### config.mk
export PLATFORM = sky130hd
export DESIGN_NAME = qick_xcom_cmd_arb
export DESIGN_NICKNAME = d
export VERILOG_FILES = /design/src/rtl/qick_xcom_pkg.sv /design/src/rtl/qick_xcom_cmd_fifo.sv /design/src/rtl/qick_xcom_cmd_arb.sv
export SDC_FILE = /design/constraint.sdc
export NUM_CORES = 1
export LEC_CHECK = 0
export ABC_AREA = 1
export CORE_ASPECT_RATIO = 0.6
export CORE_MARGIN = 2
export CORE_UTILIZATION = 25
export CTS_BUF_LIST = sky130_fd_sc_hd__clkbuf_16
export DETAILED_ROUTE_END_ITERATION = 7
export GPL_TIMING_DRIVEN = 0
export MAX_ROUTING_LAYER = met4
export SLEW_MARGIN = 20
export SYNTH_ARGS = -nofsm -noshare
export SYNTH_HDL_FRONTEND = slang
export SYNTH_SLANG_ARGS = --single-unit
### constraint.sdc
create_clock -name c_clk_i -period 7.33 [get_ports c_clk_i]
set_clock_uncertainty 0.15 [all_clocks]
set_input_delay 1.466 -clock c_clk_i [delete_from_list [all_inputs] [get_ports c_clk_i]]
set_output_delay 1.466 -clock c_clk_i [all_outputs]
set_load 0.02 [all_outputs]
### src/rtl/qick_xcom_pkg.sv
// Shared types and widths for the XCOM command arbiter: opcode/data widths, queue entry layout,
// arbiter FSM states and the opcode bit that steers a command to the local channel.
package qick_xcom_pkg;

    localparam int OP_W    = 8;
    localparam int DT_W    = 32;
    localparam int CMD_W   = OP_W + DT_W;
    localparam int LOC_BIT = 4;

    typedef enum logic [1:0] {
        ST_IDLE = 2'd0,
        ST_REQ  = 2'd1,
        ST_ACKL = 2'd2
    } arb_state_t;

    typedef enum logic {
        SRC_TP = 1'b0,
        SRC_PS = 1'b1
    } src_t;

    typedef struct packed {
        logic [OP_W-1:0] op;
        logic [DT_W-1:0] dt;
    } cmd_t;

    function automatic logic is_local(input logic [OP_W-1:0] op);
        return op[LOC_BIT];
    endfunction

endpackage

### src/rtl/qick_xcom_cmd_fifo.sv
// Small command queue, 2**AW entries; a push is visible at the head one cycle later.
// Pushes while full and pops while empty are ignored; head is read combinationally.
module qick_xcom_cmd_fifo #(
    parameter int AW = 2,
    parameter int W  = 40
) (
    input  logic          clk,
    input  logic          rst,
    input  logic          push,
    input  logic [W-1:0]  din,
    input  logic          pop,
    output logic [W-1:0]  dout,
    output logic          full,
    output logic          empty,
    output logic [AW:0]   count
);

    localparam int DEPTH = 1 << AW;
    localparam logic [AW:0] FULL_CNT = {1'b1, {AW{1'b0}}};

    logic [W-1:0]  mem [DEPTH];
    logic [AW-1:0] wr_ptr;
    logic [AW-1:0] rd_ptr;
    logic          do_push;
    logic          do_pop;

    // Full/empty come from the registered count, so a pop never frees room in the same cycle.
    assign full    = (count == FULL_CNT);
    assign empty   = (count == '0);
    assign do_push = push && !full;
    assign do_pop  = pop && !empty;
    assign dout    = mem[rd_ptr];

    always_ff @(posedge clk) begin
        if (do_push) begin
            mem[wr_ptr] <= din;
        end
    end

    always_ff @(posedge clk or posedge rst) begin
        if (rst) begin
            wr_ptr <= '0;
            rd_ptr <= '0;
            count  <= '0;
        end else begin
            if (do_push) begin
                wr_ptr <= wr_ptr + 1'b1;
            end
            if (do_pop) begin
                rd_ptr <= rd_ptr + 1'b1;
            end
            case ({do_push, do_pop})
                2'b10:   count <= count + 1'b1;
                2'b01:   count <= count - 1'b1;
                default: count <= count;
            endcase
        end
    end

endmodule

### src/rtl/qick_xcom_cmd_arb.sv
// Arbitrates tProc and PS command queues onto the XCOM core over a 4-phase req/ack handshake.
// Enqueue-to-req is 2 cycles from idle; one command in flight, a new req waits for ack to drop.
module qick_xcom_cmd_arb
    import qick_xcom_pkg::*;
#(
    parameter int FIFO_AW  = 2,
    parameter int ARB_MODE = 0
) (
    input  logic             c_clk_i,
    input  logic             c_rst_i,
    input  logic             tp_en_i,
    input  logic [OP_W-1:0]  tp_op_i,
    input  logic [DT_W-1:0]  tp_dt_i,
    output logic             tp_full_o,
    input  logic             ps_en_i,
    input  logic [OP_W-1:0]  ps_op_i,
    input  logic [DT_W-1:0]  ps_dt_i,
    output logic             ps_full_o,
    output logic             cmd_loc_req_o,
    input  logic             cmd_loc_ack_i,
    output logic             cmd_net_req_o,
    input  logic             cmd_net_ack_i,
    output logic [OP_W-1:0]  cmd_op_o,
    output logic [DT_W-1:0]  cmd_dt_o,
    output logic             busy_o,
    input  logic             clr_i,
    output logic [1:0]       ovf_o,
    output logic [7:0]       cmd_cnt_o
);

    localparam logic [FIFO_AW:0] FULL_CNT = {1'b1, {FIFO_AW{1'b0}}};

    arb_state_t       state;
    src_t             rr_next;
    logic             sel_loc;
    logic             sel_ack;
    cmd_t             tp_in;
    cmd_t             ps_in;
    cmd_t             tp_head;
    cmd_t             ps_head;
    cmd_t             win;
    logic             tp_empty;
    logic             ps_empty;
    logic [FIFO_AW:0] tp_count;
    logic [FIFO_AW:0] ps_count;
    logic             grant_tp;
    logic             grant_ps;
    logic             tp_ovf_evt;
    logic             ps_ovf_evt;

    assign tp_in = '{op: tp_op_i, dt: tp_dt_i};
    assign ps_in = '{op: ps_op_i, dt: ps_dt_i};

    qick_xcom_cmd_fifo #(.AW(FIFO_AW), .W(CMD_W)) u_tp_fifo (
        .clk   (c_clk_i),
        .rst   (c_rst_i),
        .push  (tp_en_i),
        .din   (tp_in),
        .pop   (grant_tp),
        .dout  (tp_head),
        .full  (tp_full_o),
        .empty (tp_empty),
        .count (tp_count)
    );

    qick_xcom_cmd_fifo #(.AW(FIFO_AW), .W(CMD_W)) u_ps_fifo (
        .clk   (c_clk_i),
        .rst   (c_rst_i),
        .push  (ps_en_i),
        .din   (ps_in),
        .pop   (grant_ps),
        .dout  (ps_head),
        .full  (ps_full_o),
        .empty (ps_empty),
        .count (ps_count)
    );

    assign tp_ovf_evt = tp_en_i && (tp_count == FULL_CNT);
    assign ps_ovf_evt = ps_en_i && (ps_count == FULL_CNT);

    // A new overflow in the same cycle as clr_i keeps its flag set.
    always_ff @(posedge c_clk_i or posedge c_rst_i) begin
        if (c_rst_i) begin
            ovf_o <= 2'b00;
        end else begin
            ovf_o <= {ps_ovf_evt, tp_ovf_evt} | (ovf_o & {2{~clr_i}});
        end
    end

    always_comb begin
        grant_tp = 1'b0;
        grant_ps = 1'b0;
        if (state == ST_IDLE) begin
            if (!tp_empty && !ps_empty) begin
                if (ARB_MODE == 1 || rr_next == SRC_TP) begin
                    grant_tp = 1'b1;
                end else begin
                    grant_ps = 1'b1;
                end
            end else if (!tp_empty) begin
                grant_tp = 1'b1;
            end else if (!ps_empty) begin
                grant_ps = 1'b1;
            end
        end
    end

    assign win     = grant_ps ? ps_head : tp_head;
    assign sel_ack = sel_loc ? cmd_loc_ack_i : cmd_net_ack_i;
    assign busy_o  = (state != ST_IDLE);

    always_ff @(posedge c_clk_i or posedge c_rst_i) begin
        if (c_rst_i) begin
            state         <= ST_IDLE;
            rr_next       <= SRC_TP;
            sel_loc       <= 1'b0;
            cmd_loc_req_o <= 1'b0;
            cmd_net_req_o <= 1'b0;
            cmd_op_o      <= '0;
            cmd_dt_o      <= '0;
            cmd_cnt_o     <= '0;
        end else begin
            case (state)
                ST_IDLE: begin
                    if (grant_tp || grant_ps) begin
                        cmd_op_o      <= win.op;
                        cmd_dt_o      <= win.dt;
                        sel_loc       <= is_local(win.op);
                        cmd_loc_req_o <= is_local(win.op);
                        cmd_net_req_o <= !is_local(win.op);
                        rr_next       <= grant_tp ? SRC_PS : SRC_TP;
                        state         <= ST_REQ;
                    end
                end
                ST_REQ: begin
                    if (sel_ack) begin
                        cmd_loc_req_o <= 1'b0;
                        cmd_net_req_o <= 1'b0;
                        cmd_cnt_o     <= cmd_cnt_o + 8'd1;
                        state         <= ST_ACKL;
                    end
                end
                ST_ACKL: begin
                    if (!sel_ack) begin
                        state <= ST_IDLE;
                    end
                end
                default: state <= ST_IDLE;
            endcase
        end
    end

endmodule

==> results of run 1 <==
==> metrics by stage <==
step                cells  instance area (um^2)  util (%)  setup slack [ns]
detailed placement   2255                 18170     29.89             3.422
finish               2321                 19380     31.89             3.763
floorplan            1272                 15350         -             3.411
global placement     2241                 17800     29.29             1.148
CTS                  2320                 19380     31.88             3.741
global route         2321                 19380     31.89             3.666
==> cells in the mapped netlist <==
master / n / area (um^2)
buf_4: 6 / 45.04
nand3b_1: 1 / 7.510
nand2_4: 1 / 11.26
ha_1: 11 / 137.6
inv_2: 3 / 11.26
fa_1: 2 / 40.04
dfrtp_1: 69 / 1727
edfxtp_1: 320 / 9609
xnor2_1: 5 / 43.79
nand4_1: 2 / 12.51
buf_2: 30 / 150.1
a21oi_1: 6 / 30.03
nand2_2: 2 / 12.51
buf_1: 2 / 7.510
o22ai_1: 39 / 244.0
nor2_1: 175 / 656.9
inv_1: 44 / 165.2
nor3_1: 1 / 5.000
o21ai_1: 42 / 210.2
o31ai_1: 1 / 7.510
clkbuf_1: 19 / 71.32
nand3_1: 86 / 430.4
clkbuf_2: 2 / 10.01
nor2_4: 1 / 11.26
inv_4: 3 / 18.77
nor2_2: 2 / 12.51
o21ai_0: 86 / 430.4
nand2_1: 300 / 1126
buf_6: 5 / 56.30
nand3_2: 1 / 10.01
xor2_1: 5 / 43.79
==> worst max path at each step <==
stage / to / slack (ns) / cells after the start
after floorplan: u_ps_fifo.mem[0][0] / 3.41 / 2
after global placement: u_ps_fifo.mem[1][30] / 1.15 / 3
after detailed placement: u_tp_fifo.mem[3][29] / 3.42 / 4
after CTS: tp_full_o / 3.74 / 4
after global routing: tp_full_o / 3.67 / 4
final: ps_full_o / 3.76 / 4
==> kinds of logic after synthesis <==
group                    after synthesis  synth area share (%)
XOR/XNOR                              10                0.5704
flip-flops                           389                 73.83
AND/OR/NAND/NOR                      572                 14.95
AO/OA/AOI/OAI                        174                 6.006
buffers and inverters                114                 3.488
adder cells (fa/ha/maj)               13                 1.157
==> power by group through the flow <==
stage / logic (mW) / registers (mW) / clock network, mW
3_5_place_dp: 2.99 / 3.23 / 0
5_1_grt: 3.30 / 3.23 / 2.11
6_report: 2.97 / 3.18 / 1.97
3_3_place_gp: 2.81 / 3.26 / 0
2_1_floorplan: 1.62 / 3.31 / 0
4_1_cts: 3.01 / 3.19 / 2.02
==> layout make-up <==
cell class,instances,area [um^2]
Antenna cell,1,2.502
Buffer,64,340.3
Clock buffer,37,925.9
Clock inverter,28,282.8
Fill cell,6080,41400
Inverter,50,197.7
Multi-Input combinational cell,769,3543
Sequential cell,389,11340
Tap cell,828,1036
Timing Repair Buffer,155,1717
==> tightest hold or removal path: cells and delay by family, from the launching register on <==
kind	cells	cell delay, ns
flip-flops	1	0.36
AND/OR/NAND/NOR	2	0.11
==> registers in the layout, indices dropped and copies added (netlist names) <==
signal / cells
u_ps_fifo.rd_ptr: 2
cmd_loc_req_o: 1
state: 2
ovf_o: 2
u_tp_fifo.wr_ptr: 2
u_tp_fifo.count: 3
rr_next: 1
u_ps_fifo.wr_ptr: 2
cmd_dt_o: 32
cmd_op_o: 8
u_tp_fifo.mem: 160
u_ps_fifo.mem: 160
u_tp_fifo.rd_ptr: 2
cmd_cnt_o: 8
u_ps_fifo.count: 3
cmd_net_req_o: 1
==> per-layer routing <==
layer,GRT usage (%),up-vias
met5,-,-
met4,2.469,0
met3,3.396,56
met2,20.26,319
met1,19.03,4972
li1,-,4804
==> out/qor.yml, run 1 <==
floorplanning:
  die_w_um: 323.9
  ios: 142
  die-area_mm2: 0.06348
  initial_core_util_pct: 25.26
  chipHeight_um: 196.0
  rows: 70
  core_mm2: 0.06078
layout:
  layout_commonest_cell: "edfxtp_1"
  mostFrequentLayoutCells: "edfxtp_1, nand2_1, nor2_1"
  layout.nets: 1566
  area_growth_syn_to_layout_pct: 26.22
  drive_gt1_share_pct: 8.981
yosys:
  synthDistinctLibCells: 31
  syn_nets: 1372
  ys_seq_elements: 389
  synth_area_mm2: 0.01535
  synth-seq-area-share_pct: 73.83
  synth_cells: 1272
  ys_warn_count: 0
  syn_avg_cell_area_um2: 12.07
place:
  io_buffer_count: 141
  place_congestion: 0.8068
  dp_hpwl_um: 29460
worst_setup_path:
  path_max_fanout: 3
  path_delay_family: "buffers and inverters"
  start_kind: "flop"
  rrSetupSlack_ns: 4.62
  worstPathRequired_ns: 5.71
  r2r_end: "u_tp_fifo.count[2]"
  cp-startpoint: "u_ps_fifo.count[0]"
  crit-reg2reg-launch: "u_tp_fifo.count[0]"
  critical_path.max_stage_delay_ns: 0.61
  crit_type: "flop to primary output"
  critPathSlowestCell: "clkdlybuf4s50_1"
  crit_buf_inv: 2
  reg2reg_depth: 9
  cp_data_arrival_time_ns: 1.95
  cp-end-kind: "primary output"
  crit_path_cell_trace: "nor2_2, nand2_1, inv_1, clkdlybuf4s50_1"
timing:
  worstMarginPinSlew_ns: 0.7664
  setup_tns_ns: 0
  report.final.slew_viol_count: 0
  post-route-period-util_pct: 48.66
  rsz0062_at_grt: "false"
  whs_ns: 0.3496
  relSlewSlack_pct: 48.78
  finalSetupViolCount: 0
  period_minus_slack_ns: 3.567
  hold_viol_final: 0
  max_freq_mhz: 280.4
cts:
  cts_buffers: 37
  clockBufferDepth: 3
  clock-sinks: 389
  cts_root_buffer: "clkbuf_16"
  clk_latency_ns: 0.53
  cts_setup_buffers: 0
  cts.clk_slew.worst_paths_ns: 0.07
  post_cts_resize_count: 0
  ctsHoldBuffers: 0
  cts_tree: "done"
  htree_num_levels: 2
global_route:
  gr-usage-all-layers_pct: 13.65
  grt_pass1_wl_um: 62470
  antenna_found_initial: 1
  grt_pass1_vias: 10245
  globalRoute.totalOverflow: 0
  grt_max_degree: 51
run_status:
  status: "finished clean"
drt:
  wire_per_inst_um: 18.19
  ant_nets: 0
  wl_met1_um: 19800
  route.met3.wl_um: 3149
  first_pass_iters: 5
  wl_um: 42220
  drc: 0
  via_count: 10151
  wl_met2_um: 18630
  highest_layer: "met4"
  first_iter_violations: 882
  drt-vias-per-instance: 4.374
power_and_ir_drop:
  power.internal_mw: 5.084
  clkPwrFrac_pct: 24.3
  p_switching_mw: 3.039
  power.share.sequential_pct: 39.2
  p_comb_share_pct: 36.6
  total_power_mw: 8.123
  p_per_area_mw_per_mm2: 419.1
  swShare_pct: 37.41
  leakagePower_nw: 6.976
  vdd_drop_max_v: 0.0001723
min_path:
  min_path_type: "flop to flop"
  hp-start: "cmd_loc_req_o"
  holdPathStages: 2
  holdPathEnd: "cmd_loc_req_o"
run:
  maxCapViolations: 0
Note: power is estimated with default switching activity, not from simulation.
==> inputs of run 2 (changes only) <==
clock period = 3.55 ns   (was 7.33 ns; I/O delays follow)
==> results of run 2 <==
The final DEF is identical to that of run 1. Status: finished clean.
Among the figures that moved: setup slack after placement 3.422 ns -> 0.3983 ns; setup slack after layout 3.763 ns -> 0.7391 ns; hold slack 0.3496 ns -> 0.3355 ns; register-to-register setup slack 4.62 ns -> 0.84 ns; total power 8.123 mW -> 16.77 mW; worst IR drop on VDD 0.0001723 V -> 0.0003559 V
